<file path="src/rtl/ifu_inst_queue.sv">
// rtl/ifu_inst_queue.sv - fetch-to-decode instruction queue; optional same-cycle bypass when IFU_IQ_BYPASS_EN is defined
module ifu_inst_queue #(
    parameter int DEPTH  = 4,
    parameter int PC_W   = 64,
    parameter int INST_W = 32
) (
    input  logic                     clk,
    input  logic                     rst,
    input  logic                     in_valid,
    output logic                     in_ready,
    input  logic [PC_W-1:0]          in_pc,
    input  logic [INST_W-1:0]        in_inst,
    input  logic                     flush,
    output logic                     out_valid,
    input  logic                     out_ready,
    output logic [PC_W-1:0]          out_pc,
    output logic [INST_W-1:0]        out_inst,
    output logic [$clog2(DEPTH):0]   count
);

    localparam int IDX_W = $clog2(DEPTH);
    localparam int PTR_W = IDX_W + 1;

    logic [PTR_W-1:0]  wr_ptr;
    logic [PTR_W-1:0]  rd_ptr;
    logic [PC_W-1:0]   pc_mem   [DEPTH];
    logic [INST_W-1:0] inst_mem [DEPTH];

    logic empty;
    logic full;
    logic push;
    logic pop;

    assign empty    = (wr_ptr == rd_ptr);
    assign full     = (wr_ptr[IDX_W-1:0] == rd_ptr[IDX_W-1:0]) &&
                      (wr_ptr[IDX_W] != rd_ptr[IDX_W]);
    assign in_ready = !full;
    assign count    = wr_ptr - rd_ptr;

    // A pop only ever retires a stored entry; a bypassed entry never touches storage.
    assign pop = !empty && out_ready;

`ifdef IFU_IQ_BYPASS_EN
    logic bypass;
    assign bypass    = empty && in_valid && !flush;
    assign out_valid = !empty || bypass;
    assign out_pc    = bypass ? in_pc   : pc_mem[rd_ptr[IDX_W-1:0]];
    assign out_inst  = bypass ? in_inst : inst_mem[rd_ptr[IDX_W-1:0]];
    assign push      = in_valid && in_ready && !(bypass && out_ready);
`else
    assign out_valid = !empty;
    assign out_pc    = pc_mem[rd_ptr[IDX_W-1:0]];
    assign out_inst  = inst_mem[rd_ptr[IDX_W-1:0]];
    assign push      = in_valid && in_ready;
`endif

    // Storage is intentionally left unreset; only the pointers define validity.
    always_ff @(posedge clk) begin
        if (push && !flush) begin
            pc_mem[wr_ptr[IDX_W-1:0]]   <= in_pc;
            inst_mem[wr_ptr[IDX_W-1:0]] <= in_inst;
        end
    end

    always_ff @(posedge clk) begin
        if (rst || flush) begin
            wr_ptr <= '0;
            rd_ptr <= '0;
        end else begin
            if (push) wr_ptr <= wr_ptr + PTR_W'(1);
            if (pop)  rd_ptr <= rd_ptr + PTR_W'(1);
        end
    end

endmodule

</file>
<file path="config.mk">
export PLATFORM = sky130hd
export DESIGN_NAME = ifu_inst_queue
export DESIGN_NICKNAME = d
export VERILOG_FILES = /design/src/rtl/ifu_inst_queue.sv
export SDC_FILE = /design/constraint.sdc
export NUM_CORES = 1
export LEC_CHECK = 0
export ABC_CLOCK_PERIOD_IN_PS = 10400
export CORE_MARGIN = 5
export CORE_UTILIZATION = 54
export CTS_CLUSTER_SIZE = 8
export DETAILED_ROUTE_END_ITERATION = 7
export PLACE_DENSITY_LB_ADDON = 0.1
export SKIP_CTS_REPAIR_TIMING = 1
export SLEW_MARGIN = 20
export SYNTH_ARGS = -nofsm -noshare
export SYNTH_HDL_FRONTEND = slang
export SYNTH_SLANG_ARGS = --single-unit
export TNS_END_PERCENT = 30
</file>
<file path="constraint.sdc">
create_clock -name clk -period 10.4 [get_ports clk]
set_input_delay 1.04 -clock clk [delete_from_list [all_inputs] [get_ports clk]]
set_output_delay 1.04 -clock clk [all_outputs]
set_load 0.03 [all_outputs]
</file>
==> results.cfg <==
[placement]
dp_hpwl_um = 16800
place_ws_ns = 6.03
place.gp.congestion = 0.772
port-buffer-count = 201
post_dp_cell_area_um2 = 16800

[cells_and_area]
final_nets = 918
area_growth_pct = 26.5
num_antenna_cells = 0
fillers = 1579
stdcell_area_um2 = 18200
final_layout_size_suffix_gt1_share_pct = 21.2

[logic_synthesis]
synth_top_area_cell = edfxtp_1
syn_area_per_cell_um2 = 25.6
ys_seq_area_share_pct = 81.1
synth_area_um2 = 14400
synth_seq_cells = 392
synth_nets = 671
ys_warn_count = 0
synth_cells = 562
synth_top_area_share_pct = 80.0
synth_area_leaders = edfxtp_1, mux4_2, dfxtp_1
synth.distinct_cells = 29

[pwr]
cellPowerDensity_nw_per_um2 = 190
peakVddDrop_v = 0.000183
p_leak_nw = 5.76

[run_status]
status = finished clean

[setup_path]
r2r_slack_ns = 7.44
cp-start-kind = flip-flop
r2r_start = wr_ptr[0]$_SDFFE_PP0P_
r2r-end = pc_mem[2][3]$_DFFE_PP_
cp.arrival_ns = 3.49
worstPathRequired_ns = 9.36
end_kind = output port
cp_max_fo = 51
reg2regPathDepth = 7
path_class = reg -> out

[global_routing]
grtUsageTotal_pct = 18.4
first_global_vias = 7395
grt_use_met3_pct = 7.15
use_met2_pct = 30.9
antenna_found_initial = 5
grt_max_degree = 52
top_usage_layer = met2
use_met1_pct = 23.1
grt_pass1_wl_um = 42800
grt_overflow = 0

[sta]
timing.final.ws_setup_ns = 5.87
finalClockSkew_ns = 0.0118
report.final.slew_viol_count = 0
worst_pin_slew_ns = 0.926
finalCriticalPeriod_ns = 4.53
timing.final.crit_share_pct = 43.6
rsz0062_at_grt = false
final-hold-violation-count = 0
slew_headroom_pct = 38.3
max_freq_mhz = 221
finalSetupTns_ns = 0
setup_viol = 0

[detailed_routing]
drt_iter0_drc = 498
ant_nets = 0
drc_errors = 0
wirelength_um = 27700
drtPass1Iterations = 4
wl_per_cell_um = 24.0
vias = 6685
viasPerCell = 5.79

[floorplan]
die_h_um = 173
ios = 202
rows = 59
dieArea_um2 = 30000
start_util_pct = 55.1
die_w_um = 173
core-area_um2 = 26100

[clocking]
clkTransAtPathRegs_ns = 0.05
cts_htree_levels = 2
clk_latency_ns = 0.53
clock_sinks = 392
numCtsBuffers = 54
clock_path_buffers = 3
root_buffer = clkbuf_16
cts_tree = built

[worst_hold_path]
worstHoldStart = wr_ptr[1]$_SDFFE_PP0P_
hold_path_class = reg -> reg
hold_end = wr_ptr[1]$_SDFFE_PP0P_
min_path_cells = 2

[run]
max_cap_viol_count = 0
## flip-flops by register name, indices dropped and copies added, names as in the netlist, named ones only
register	cells
pc_mem	256
rd_ptr	3
wr_ptr	3
inst_mem	128
## Yosys cell counts, drive strengths merged
library cell,count
a21boi,1
o21ai,1
or3,1
o211ai,2
mux2i,5
a211o,1
and4,2
and2,1
fa,1
edfxtp,384
nor2b,1
mux4,96
clkbuf,6
nor3b,3
a2111oi,1
inv,8
nand2,10
xnor2,2
nor2,1
buf,17
nor3,1
o2111ai,1
nand2b,1
ha,7
dfxtp,8
## critical path, stage by stage, from the launching register on
cell             delay (ns)
dfxtp_4                0.94
buf_6                  0.65
mux4_2                 0.64
clkdlybuf4s50_1        0.63
## kinds of logic (layout without fill, tap and decap cells)
group / Yosys count / in the layout / share of synthesized area [%]
compound gates: 7 / 7 / 0.426
xor+xnor: 2 / 2 / 0.174
fa+ha+maj: 8 / 8 / 0.747
buf+inv: 31 / 288 / 1.38
flops: 392 / 392 / 81.1
mux: 101 / 101 / 15.4
simple gates: 21 / 21 / 0.773
## final cells by class
class	instances	area, µm²	area share, %
sequential	392	11700	64.2
tap	335	419	2.30
multi-input combinational	139	2540	13.9
clock inverter	1	8.76	0.0481
timing repair buffer	214	2110	11.6
inverter	8	30.0	0.165
clock buffer	65	1410	7.76
## how the worst max path moves through the flow
stage	start	endpoint	slack, ns	cells past startpoint
2_1_floorplan	in_valid	inst_mem[0][0]$_DFFE_PP_	1.55	2
3_3_place_gp	flip-flop	out_pc[14]	6.03	3
3_5_place_dp	flip-flop	out_pc[14]	6.03	3
4_1_cts	flip-flop	out_pc[62]	5.47	3
5_1_grt	flip-flop	out_pc[62]	5.55	3
6_report	flip-flop	out_pc[62]	5.87	3
## layer usage
layer / vias up / wire [µm] / share of wire (%)
li1: 2893 / - / -
met1: 3493 / 10600 / 38
met2: 239 / 14100 / 51
met3: 50 / 2500 / 9.0
met4: 10 / 415 / 1.5
met5: - / 60 / 0.22
## metrics by stage
| stage | hold slack, ns | util, % | cells | power (mW) |
|---|---|---|---|---|
| floorplan | 0.472 | - | 562 | 1.90 |
| finish | 0.537 | 69.7 | 1154 | 3.46 |
| global placement | 0.485 | 64.3 | 1088 | 2.00 |
| CTS | 0.534 | 69.7 | 1154 | 3.50 |
| detailed placement | 0.528 | 64.3 | 1088 | 2.00 |
| global route | 0.577 | 69.7 | 1154 | 3.58 |
## cell usage in the layout, fill, tap and decap left out, types with 2 or more instances in the layout
cell type and n:
buf_4 12, nor3b_2 3, nand2_1 10, inv_1 8
mux4_2 96, ha_1 7, o211ai_1 2, and4_1 2
clkbuf_16 55, edfxtp_1 384, clkbuf_1 10, dfxtp_1 6
clkdlybuf4s50_1 201, dfxtp_4 2, mux2i_1 5
## power breakdown
group          leakage, nW  switching (mW)  internal (mW)
clock network        0.694           0.558          0.930
logic                 1.51           0.104         0.0952
registers             3.55         0.00827           1.77
No activity file was read; power rests on OpenSTA's default activity.
==> patch 1: new RTL, same settings <==
Add a define of `IFU_IQ_BYPASS_EN`.
--- a/src/rtl/ifu_inst_queue.sv
+++ b/src/rtl/ifu_inst_queue.sv
@@ -1,3 +1,5 @@
 // rtl/ifu_inst_queue.sv - fetch-to-decode instruction queue; optional same-cycle bypass when IFU_IQ_BYPASS_EN is defined
+`define IFU_IQ_BYPASS_EN
+
 module ifu_inst_queue #(
     parameter int DEPTH  = 4,
Behaviour: not the same (a bounded check fails within 4 cycles, from zero or initial values).
==> patch 1 against the unedited design <==
Routed wire length is 9.5% higher; sequential share of layout area is 4.2 points lower; sequential cell count stayed put; design area is 6.9% higher; total power is 4.3% higher; register-to-register slack worse by 0.24 ns; synthesized area is 8.8% higher; worst setup slack worse by 0.28 ns; critical path type unchanged.
==> patch 1: results (changes against the unedited design) <==
* Result of the run: complete, no violations
* Number of flip-flops in the largest register at 256 (unchanged)
* Hold endpoint: rd_ptr[0]
* Port-buffer cells at 201 (unchanged)
* Slowest-stage cell, CP: dfxtp_4
* WL per Instance at 23.4 um (-2.3%)
* Initial antenna violation count at 0 (-5)
* Syn nets at 774 (+15%)
* CTS root buf: clkbuf_16
* Vias per cell at 5.75 (-0.80%)
* Number of fill cells in the layout at 1,844 (+17%)
* Largest net degree at the start of global routing at 54 (+3.8%)
* Post-synthesis sequential area ratio at 0.746 (-0.0654)
* Place WS at 5.61 ns (-0.416 ns)
* R2R cell count at 7 (unchanged)
* CTS max path bufs at 3 (unchanged)
* P_leak at 0.00624 uW (+8.3%)
* CTS buffer count at 54 (unchanged)
* Pre-Repair DR Iteration Count at 5 (+1)
* Final #Nets at 1,007 (+9.7%)
* Placed wire-length estimate at 17,800 um (+5.7%)
* Crit-path leading delay family: buffers and inverters
* First-pass GRT wire length at 47,000 um (+9.9%)
* Slew headroom at 0.386 (+0.00387)
* Reg2reg end: pc_mem[0][52]
* Top cells by count, synth: edfxtp_1 (384), mux4_2 (96), mux2_2 (56)
* HP Class: flip-flop to flip-flop
* Worst R2R Setup Slack at 7.20 ns (-0.24 ns)
* Share of post-route cells with drive strength above 1 at 0.296 (+0.0835)
* CP max FO at 53 (+3.9%)
* DRT Wirelength at 30,300 um (+9.5%)
* Post-DP Area at 18,000 um^2 (+7.4%)
* Maximum VDD drop at 0.117 mV (-36%)
* Synthesis Warnings at 0 (unchanged)
* Worst EP arrival at 3.77 ns (+0.28 ns)
* Iteration-0 DRC count of the detailed router at 548 (+10%)
* Final Wtd Congestion at 0.771 (-0.12%)
* Placed cell count at 1,226 (+13%)
* Hold Startpoint: rd_ptr[0]
* Synth unique cells at 32 (+10%)
* Number of global-route vias before repair at 8,074 (+9.2%)
* Synth top area cells: edfxtp_1 (74%), mux4_2 (14%), mux2_2 (4.0%), mux2_4 (3.8%), dfxtp_1 (1.0%)
* Predominant post-synthesis flop cell: edfxtp_1
* Worst Clk Skew at 0.0151 ns (+0.00328 ns)
* Ys async rst share at 0 (unchanged)
* Min Hold Slack at 0.588 ns (+0.0516 ns)
* All-Layer GR Usage at 0.183 (-0.00132)
* Biggest cell delay along the critical path at 0.94 ns (about the same)
* Cells after Synth at 665 (+18%)
[patch 1: logic make-up after synthesis]
logic type,count (synthesis),synth area share
xor gates and xnor gates,6,0.00431
adders and majority gates,8,0.00687
buffers and inverters,39,0.0156
muxes,194,0.218
and+or+nand+nor,19,0.00639
DFF,392,0.746
AOI/OAI and AO/OA,7,0.00303
[patch 1: worst max-delay path by stage]
stage	startpoint	end	slack (ns)	depth (start not counted)
after floorplan	flush	inst_mem[3][0]	1.93	2
after global placement	in_valid	out_pc[12]	5.69	6
after global routing	flip-flop	out_pc[19]	5.28	4
after detailed placement	in_valid	out_pc[7]	5.61	6
after CTS	flip-flop	out_pc[19]	5.15	4
final	flip-flop	out_pc[19]	5.59	4
[patch 1: final cells by class]
type	count	area, um^2	share of cell area
clock buffer	65	1410	0.0726
timing repair buffer	210	2080	0.107
sequential	392	11700	0.600
clock inverter	2	32.5	0.00167
tap	384	480	0.0247
multi-input combinational	234	3750	0.193
inverter	6	22.5	0.00116
[patch 1: worst register-to-register path: stages (launching register included)]
cell	delay [ns]
dfxtp_1	0.35
inv_1	0.11
ha_1	0.37
nand2_1	0.20
a21oi_1	0.10
nor2_1	0.22
and2_4	0.66
buf_4	0.79
[patch 1: power breakdown]
group,total (uW),switching [uW],internal [uW]
combinational,324,166,158
sequential,1770,8.09,1770
clock,1510,578,934
total,3610,752,2860
[patch 1: routing by layer]
layer | global-route usage | part of all wire | up-vias
met3 | 0.0373 | 0.048 | 34
met1 | 0.265 | 0.45 | 3915
met5 | 0 | 0 | -
met4 | 0.0387 | 0.012 | 0
met2 | 0.295 | 0.49 | 237
li1 | - | - | 3244
==> patch 2: new RTL, config.mk and constraints unchanged <==
Without the edit above. Put a register stage on the output `count`, without a reset. The value now appears one clock later. The other outputs are not delayed to match.
--- a/src/rtl/ifu_inst_queue.sv
+++ b/src/rtl/ifu_inst_queue.sv
@@ -36,5 +36,7 @@
                       (wr_ptr[IDX_W] != rd_ptr[IDX_W]);
     assign in_ready = !full;
-    assign count    = wr_ptr - rd_ptr;
+    always_ff @(posedge clk) begin
+        count <= wr_ptr - rd_ptr;
+    end
 
     // A pop only ever retires a stored entry; a bypassed entry never touches storage.
Check against the original RTL: not equivalent (a bounded check fails within 4 cycles, from zero or initial values).
==> patch 2 against the unedited design <==
Worst setup slack worse by 0.070 ns; total power is 1.6% higher; design area is 0.65% higher; synthesized area is 0.42% higher; routed wire length hardly changed; clock skew is 0.0031 ns higher; first-iteration DRC count is 12% lower; sequential cell count is 3 higher.
==> patch 2: results (changes against the unedited design) <==
* Result of the run: complete, no violations
* Complex-gate fraction of the synthesized area at 0.00424 (-0.0000177)
* Worst Clk Skew at 0.0149 ns (+0.00308 ns)
* Worst R2R Setup Slack at 7.24 ns (-0.20 ns)
* Worst-Margin Slew at 0.991 ns (+0.0653 ns)
* Finished Layout Cells at 1,163 (+0.78%)
* Pre-Repair DR Iteration Count at 6 (+2)
* P_seq at 1790 uW
* Worst EP arrival at 3.56 ns (+0.07 ns)
* Internal at 2840 uW (+1.6%)
* CP max FO at 48 (-5.9%)
* Post-DP Area at 16,800 um^2 (+0.27%)
* Number of global-route vias before repair at 7,548 (+2.1%)
* Port-buffer cells at 201 (unchanged)
* First-pass GRT wire length at 43,400 um (+1.5%)
* Placed cell count at 1,094 (+0.55%)
* Adder-cell share of the synthesized area at 0.00744 (-0.0000310)
* Mux cell area share after synthesis at 0.153 (-0.000637)
* All-Layer GR Usage at 0.187 (+0.00239)
* Largest net degree at the start of global routing at 54 (+3.8%)
* CTS max path bufs at 3 (unchanged)
* Uppermost layer routed: met4
* Min Hold Slack at 0.533 ns (-0.00403 ns)
* WL per Instance at 23.8 um (-0.69%)
* P_sw at 681 uW (+1.7%)
* GRT met2 Usage at 0.322 (+0.0136)
* Cells after Synth at 565 (+0.53%)
* GR Layer Usage met1 at 0.236 (+0.00474)
* WL met2 at 14,200 um (+1.1%)
* Final #Nets at 920 (+0.22%)
* Top cells by count, synth: edfxtp_1 (384), mux4_2 (96), buf_2 (11), dfxtp_1 (11), nand2_1 (10)
* Met3 Usage GRT at 0.0550 (-0.0166)
* Xor and xnor area share after synthesis at 0.00173 (-0.00000721)
* Place WS at 5.97 ns (-0.0578 ns)
* Final Wtd Congestion at 0.751 (-2.6%)
* Metal3 WL at 2040 um (-19%)
* Slowest-stage cell, CP: buf_4
* Reg2reg end: inst_mem[1][13]
* Via Count at 6,607 (-1.2%)
* P_leak at 0.00580 uW (+0.68%)
* Hold Startpoint: rd_ptr[0]
* Placed wire-length estimate at 15,900 um (-5.7%)
* Syn nets at 674 (+0.45%)
* CTS buffer count at 55 (+1.9%)
* Clock group power at 1530 uW (+3%)
## patch 2: cell count changes after synthesis, sizes merged
| cell | unedited run | this run |
|---|---|---|
| dfxtp | 8 | 11 |
## patch 2: cell families after synthesis
group	after synthesis
AND/OR/NAND/NOR	21
adder cells (fa/ha/maj)	8
flip-flops	395
AO/OA/AOI/OAI	7
multiplexers	101
buffers and inverters	31
XOR/XNOR	2
## patch 2: layout make-up
type	instances	area share
multi-input combinational	139	0.138
sequential	395	0.641
timing repair buffer	212	0.115
inverter	8	0.00164
clock buffer	67	0.0798
tap	341	0.0233
clock inverter	1	0.000409
## patch 2: worst max path at each step
stage                     slack [ns]  depth (start not counted)  startpoint        endpoint
after global routing            5.50                          4   flip-flop       out_pc[2]
final                           5.80                          4   flip-flop       out_pc[2]
after CTS                       5.37                          3   flip-flop    out_inst[10]
after detailed placement        5.97                          3   flip-flop      out_pc[19]
after floorplan                 1.55                          2    in_valid  inst_mem[1][0]
after global placement          5.97                          3   flip-flop       out_pc[6]
